**src/rtl/mult_acc_pipe.sv**
```systemverilog
// Pipelined multiply-accumulate: signed/unsigned product carried through LATENCY-1
// stages into an accumulator register with a sticky overflow flag.
module mult_acc_pipe #(
   parameter int A_WIDTH   = 18,
   parameter int B_WIDTH   = 18,
   parameter int ACC_WIDTH = 48,
   parameter int LATENCY   = 2
) (
   input  logic                 C,
   input  logic                 R,
   input  logic                 CE,
   input  logic                 IN_VALID,
   input  logic [A_WIDTH-1:0]   A,
   input  logic [B_WIDTH-1:0]   B,
   input  logic                 TC,
   input  logic                 ACC_EN,
   output logic [ACC_WIDTH-1:0] P,
   output logic                 OUT_VALID,
   output logic                 OVF
);

   if (A_WIDTH < 2 || A_WIDTH > 32) begin : g_bad_a_width
      $error("mult_acc_pipe: A_WIDTH must be in 2..32");
   end
   if (B_WIDTH < 2 || B_WIDTH > 32) begin : g_bad_b_width
      $error("mult_acc_pipe: B_WIDTH must be in 2..32");
   end
   if (ACC_WIDTH < A_WIDTH + B_WIDTH) begin : g_bad_acc_width
      $error("mult_acc_pipe: ACC_WIDTH must be >= A_WIDTH+B_WIDTH");
   end
   if (LATENCY < 1 || LATENCY > 4) begin : g_bad_latency
      $error("mult_acc_pipe: LATENCY must be in 1..4");
   end

   logic [ACC_WIDTH-1:0] a_ext;
   logic [ACC_WIDTH-1:0] b_ext;
   logic [ACC_WIDTH-1:0] prod_in;

   // Extending both operands to ACC_WIDTH makes the modular product exact for either mode.
   always_comb begin
      a_ext   = {{(ACC_WIDTH-A_WIDTH){TC & A[A_WIDTH-1]}}, A};
      b_ext   = {{(ACC_WIDTH-B_WIDTH){TC & B[B_WIDTH-1]}}, B};
      prod_in = a_ext * b_ext;
   end

   logic                 fin_valid;
   logic                 fin_tc;
   logic                 fin_acc_en;
   logic [ACC_WIDTH-1:0] fin_prod;

   if (LATENCY == 1) begin : g_direct
      assign fin_valid  = IN_VALID;
      assign fin_tc     = TC;
      assign fin_acc_en = ACC_EN;
      assign fin_prod   = prod_in;
   end else begin : g_pipe
      localparam int DEPTH = LATENCY - 1;

      logic [ACC_WIDTH-1:0] prod_d [DEPTH];
      logic [ACC_WIDTH-1:0] prod_q [DEPTH];
      logic [DEPTH-1:0]     valid_d, valid_q;
      logic [DEPTH-1:0]     tc_d, tc_q;
      logic [DEPTH-1:0]     acc_en_d, acc_en_q;

      always_comb begin
         prod_d   = prod_q;
         valid_d  = valid_q;
         tc_d     = tc_q;
         acc_en_d = acc_en_q;
         if (CE) begin
            prod_d[0]   = prod_in;
            valid_d[0]  = IN_VALID;
            tc_d[0]     = TC;
            acc_en_d[0] = ACC_EN;
            for (int i = 1; i < DEPTH; i++) begin
               prod_d[i]   = prod_q[i-1];
               valid_d[i]  = valid_q[i-1];
               tc_d[i]     = tc_q[i-1];
               acc_en_d[i] = acc_en_q[i-1];
            end
         end
      end

      always_ff @(posedge C) begin
         if (R) begin
            valid_q <= '0;
         end else begin
            valid_q <= valid_d;
         end
         prod_q   <= prod_d;
         tc_q     <= tc_d;
         acc_en_q <= acc_en_d;
      end

      assign fin_valid  = valid_q[DEPTH-1];
      assign fin_tc     = tc_q[DEPTH-1];
      assign fin_acc_en = acc_en_q[DEPTH-1];
      assign fin_prod   = prod_q[DEPTH-1];
   end

   logic [ACC_WIDTH-1:0] p_d, p_q;
   logic                 ovf_d, ovf_q;
   logic                 out_valid_d, out_valid_q;
   logic [ACC_WIDTH:0]   sum;
   logic                 carry_ovf;
   logic                 signed_ovf;

   always_comb begin
      sum        = {1'b0, p_q} + {1'b0, fin_prod};
      carry_ovf  = sum[ACC_WIDTH];
      // Signed overflow: like-signed addends producing a result of the opposite sign.
      signed_ovf = (p_q[ACC_WIDTH-1] == fin_prod[ACC_WIDTH-1]) &&
                   (sum[ACC_WIDTH-1] != p_q[ACC_WIDTH-1]);
      p_d         = p_q;
      ovf_d       = ovf_q;
      out_valid_d = out_valid_q;
      if (CE) begin
         out_valid_d = fin_valid;
         if (fin_valid) begin
            if (fin_acc_en) begin
               p_d   = sum[ACC_WIDTH-1:0];
               ovf_d = ovf_q | (fin_tc ? signed_ovf : carry_ovf);
            end else begin
               p_d   = fin_prod;
               ovf_d = 1'b0;
            end
         end
      end
   end

   always_ff @(posedge C) begin
      if (R) begin
         p_q         <= '0;
         ovf_q       <= 1'b0;
         out_valid_q <= 1'b0;
      end else begin
         p_q         <= p_d;
         ovf_q       <= ovf_d;
         out_valid_q <= out_valid_d;
      end
   end

   assign P         = p_q;
   assign OUT_VALID = out_valid_q;
   assign OVF       = ovf_q;

endmodule

```
**config.mk**
```make
export PLATFORM = sky130hd
export DESIGN_NAME = mult_acc_pipe
export DESIGN_NICKNAME = d
export VERILOG_FILES = /design/src/rtl/mult_acc_pipe.sv
export SDC_FILE = /design/constraint.sdc
export NUM_CORES = 1
export LEC_CHECK = 0
export ABC_CLOCK_PERIOD_IN_PS = 9460
export BUFFER_PORTS_ARGS = -buffer_cell sky130_fd_sc_hd__buf_2
export CAP_MARGIN = 20
export CORE_ASPECT_RATIO = 2
export CORE_MARGIN = 4
export CORE_UTILIZATION = 54
export CTS_CLUSTER_SIZE = 28
export DETAILED_ROUTE_END_ITERATION = 10
export PLACE_DENSITY = 0.71
export SLEW_MARGIN = 20
export SYNTH_ARGS = -nofsm -noshare
export SYNTH_HDL_FRONTEND = slang
export SYNTH_SLANG_ARGS = --single-unit
```
**constraint.sdc**
```tcl
create_clock -name C -period 9.46 [get_ports C]
set_input_delay 0.946 -clock C [delete_from_list [all_inputs] [get_ports C]]
set_output_delay 0.946 -clock C [all_outputs]
set_load 0.05 [all_outputs]
```
# [Word level (Yosys, flattened, before mapping)]
# Index checks and enable logic that the tools add are counted.
[word_totals] regBits=101
[op_classes] eq_ne=2 n_reduce_logical=2 mux=3 bitwise_logic=3 add_sub_neg=1 n_mul=1
[op_table] cell="$add A48 B48 Y49" count=1
[op_table] cell="$mux W48" count=1
[op_table] cell="$mul A19 B19 Y38" count=1
[op_table] cell="$and A1 B1 Y1" count=2
[op_table] cell="$mux W1" count=2
[op_table] cell="$reduce_and A2 Y1" count=1
[op_table] cell="$eq A1 B1 Y1" count=1
[op_table] cell="$logic_and A1 B1 Y1" count=1
[op_table] cell="$ne A1 B1 Y1" count=1
[op_table] cell="$or A1 B1 Y1" count=1

# [Depth between registers and ports, before layout]
[depth] word_depth=6 depth_mapped=26

# [Worst setup path before layout]
# Ideal clock, no wire load.
[synth_timing] path_kind="input to register" from="input A[17]" to="register g_pipe.prod_q, in the netlist fin_prod[35] (data pin)" slack_ns=1.951 cell_stages=25 n_path_buf=2 t_arrival_ns=7.249 cell_sequence="and2_1 -> clkbuf_1 -> clkbuf_1 -> nand2_1 -> fa_1 -> inv_1 -> fa_1 -> inv_1 -> fa_1 -> inv_1 -> fa_1 -> fa_1 -> inv_1 -> fa_1 -> inv_1 -> ha_1 -> ha_1 -> a21o_1 -> a21o_1 -> a21o_1 -> a21oi_1 -> o21bai_1 -> a21o_1 -> a221oi_2 -> xnor2_1"
[synth_between] elab_chain_cells=2
[synth_lines] element="start: declaration" line_no="13" source="input logic [A_WIDTH-1:0] A,"
[synth_lines] element="$and A1 B1 Y1" line_no="41" source="a_ext = {{(ACC_WIDTH-A_WIDTH){TC & A[A_WIDTH-1]}}, A};"
[synth_lines] element="$mul A19 B19 Y38 *" line_no="43" source="prod_in = a_ext * b_ext;"
[synth_lines] element="named net prod_in[35]" line_no="37" source="logic [ACC_WIDTH-1:0] prod_in;"
[synth_lines] element="end signal: assignment" line_no="90" source="prod_q <= prod_d;"
[synth_lines] element="end: declaration" line_no="60" source="logic [ACC_WIDTH-1:0] prod_q [DEPTH];"
# The timed path passes the listed nets; every way through them passes the cells marked *.
# A chain may end at the register's enable or synchronous reset.

# [Worst setup path in the final report]
# Ends and elaborated chain as after synthesis.

==> impl_results.md <==
- CTS tree: done
- Final wirelength: 51,700 um
- Placed instance count: around 2.6k
- Sink Count: a little over 90
- DIE AREA: roughly 40,000 um2
- Core Area: approximately 36,000 um2
- Synth async-reset ratio: 0
- Final hold violations: 0
- CP max stage delay: approximately 0.78 ns
- CP max stage cell: fa_1
- Count of state elements after synthesis: 91
- Vias in the first global route: around 16k
- First-pass GRT wire length: 83,000 um
- Worst-Skew Late Latency: between 0.3 and 0.4 ns
- Metal2 WL: ~29,000 um
- CP cell instances: buf_2 > and2_1 > nand2_1 > fa_1 > inv_1 > fa_1 > inv_1 > fa_1 > inv_1 > fa_1 > fa_1 > inv_1 > fa_1 > inv_1 > ha_1 > ha_1 > a21o_1 > a21o_1 > a21o_1 > a21oi_1 > o21bai_1 > a21o_1 > a221oi_2 > xnor2_1
- Post-CTS Resized: 0
- Gate count after technology mapping: 2,148
- Nets@finish: ~2.7k
- Starting density of the core: 0.546
- Antenna violations before repair: 1
- Post-synth cell types: 67
- Num ports: ~90
- Antenna Violating Nets Remaining: 0
- Routed vias/inst: around 5.8
- Crit-path max FO: 23
- Placer Congestion: roughly 0.94
- Cts hold-fix bufs: 0
- Yosys top cell by area: fa_1
- Clk slew on worst S/H paths: roughly 0.07 ns
- Inserted Clock Buffers: 9
- Ratio of cells with drive above 1 in the final layout: 0.0644
- Sequential share of the synthesized area: 0.114
- Row cnt: about 100
- Share of Yosys cell area claimed by the top area cell type: 0.381
- Non-Filler Instances: around 2.6k
- CP top delay family: adder cells
- Setup Skew: roughly 0.012 ns
- IO buf count: between 90 and 100
- Largest net degree at the start of global routing: 73
- Ranking of synthesized cells by area: fa_1 (38%), ha_1 (10%), inv_1 (7.5%)
- Syn Nets: 2,721
- Fill count: 3,214
- Setup Fix Bufs, Post-CTS: 0
- Initial DRC count: roughly 620
- Worst hold path startpoint: OUT_VALID$_SDFFE_PP0P_
- Fmax: 0.126 GHz
- WP data arrival: roughly 8 ns
- CP startpoint: A[17]
- Status: completed
- Setup-failing EPs final: 0
- TNS Setup: 0 ns
- Synthesis-to-layout area growth: 5.38%
- Dpl hpwl: about 42,000 um
- Critical path endpoint category: flip-flop
- CTS Buffer Depth: 2
- WP buf/inv: 6
- Diode count: 0
- Worst R2R Start: fin_prod[0]$_DFFE_PP_
- Root Buffer: clkbuf_16
- Worst slew margin: 0.277
- DR pass1 iterations: 7
- GRT Total Usage: 0.268
- Crit Path Category: in2reg
- H-tree depth: 3
- CP required: roughly 9.6 ns
- Top sig layer: met4
- DIE HEIGHT: 277 um
- Crit path launch type: input port
- Period Utilization, post-route: 0.837
- DR DRC count: 0
- Worst-Margin Slew: 1.06 ns
- Maxcap violations: 0
- HP Class: reg2reg
- Mapped cell area: 19,500 um2
- Met3 wire len: around 2200 um
- EDFF count, synth: 40
- Critical Path Most Common Cell: fa_1
- Vias after detailed routing: 15.1k
- M1 wire length: around 18,000 um
- Final worst path period need: between 7 and 8 ns
- Post-route worst setup slack: ~1.5 ns
- Post-synth top flop: dfxtp_1
- Place WS: between 1 and 1.5 ns
- GRT Residual Overflow: 0
- Synth Area per Inst: approximately 9.1 um2
- Avg WL per Cell: roughly 20 um
- Ys Warns: 0
- Slew Limit Fails: 0
- Width of the die: roughly 140 um
- RSZ-0062 raised after global routing: no
## cells in the final DEF (no fill, tap or decap), drive strengths merged, types with 12 or more instances in the layout
| cell | Yosys | routed |
|---|---|---|
| ha | 160 | 160 |
| and2 | 154 | 154 |
| nand2 | 258 | 258 |
| nor2 | 94 | 94 |
| edfxtp | 40 | 40 |
| buf | 5 | 97 |
| nand3 | 18 | 18 |
| fa | 371 | 371 |
| o21bai | 12 | 12 |
| inv | 387 | 388 |
| dfxtp | 51 | 51 |
| nand4 | 13 | 13 |
| o21ai | 76 | 76 |
| a211oi | 35 | 35 |
| nor3 | 19 | 19 |
| xor2 | 25 | 25 |
| a21o | 39 | 39 |
| a31oi | 20 | 20 |
| a21oi | 103 | 103 |
| xnor2 | 51 | 51 |
| mux2i | 16 | 16 |
| o21a | 12 | 12 |
## tightest hold or removal path, cell delays in order, from the launching register on
cell      delay (ns)
dfxtp_1         0.31
nand2b_1        0.06
a21oi_1         0.06
## cells by family after synthesis
family	synth area share
simple gates	0.151
mux	0.00822
xor+xnor	0.0342
compound gates	0.117
flops	0.114
buf+inv	0.0917
fa+ha+maj	0.484
## layer usage
layer | vias up | global-route usage
met3 | 174 | 0.0254
met5 | - | 0
met1 | 7594 | 0.283
li1 | 6864 | -
met4 | 0 | 0.162
met2 | 470 | 0.500
## per-stage QoR
step,hold slack [ns],utilization,instance area [um2]
after floorplan,0.474,-,19500
after global placement,0.458,0.567,20200
after detailed placement,0.464,0.567,20200
after CTS,0.473,0.575,20500
after global routing,0.494,0.575,20500
final,0.469,0.575,20500
## flip-flops by register name (all words and copies together) (netlist names)
register	count
OUT_VALID	1
OVF	1
P	48
fin_acc_en	1
fin_prod	38
fin_tc	1
fin_valid	1
## area by class of cell
cell class,count,area [um2],share of cell area
Clock buffer,11,254,0.0124
Clock inverter,5,60.1,0.00293
Inverter,388,1460,0.0709
Multi-Input combinational cell,1581,15500,0.754
Sequential cell,91,2220,0.108
Tap cell,450,563,0.0274
Timing Repair Buffer,97,500,0.0244
## cell usage after synthesis, types with 7 or more instances
cell,instances
nand2_1,258
or2_2,10
o31ai_1,7
and2_1,154
inv_1,387
o21a_1,11
a31oi_1,19
nand4_1,13
o21ai_0,70
dfxtp_1,51
edfxtp_1,40
xnor2_1,51
a21o_1,39
o21bai_1,12
nor2_1,94
nand2b_1,7
fa_1,371
xor2_1,25
nand3_1,17
nor3_1,19
a21oi_1,102
a211oi_1,34
clkbuf_1,83
nor2b_1,7
ha_1,160
or3_1,8
mux2i_1,16
## final timing paths
kind                            end  cells after the start  slack [ns]
max          fin_prod[35]$_DFFE_PP_                     24        1.54
max reg2reg      P[24]$_SDFFE_PP0P_                     12        5.82
min reg2reg  OUT_VALID$_SDFFE_PP0P_                      2        0.47
min          OUT_VALID$_SDFFE_PP0P_                      2        0.47
Power is not shown: default switching activity piles up to over one toggle a cycle in this logic, so the estimate is an artifact.
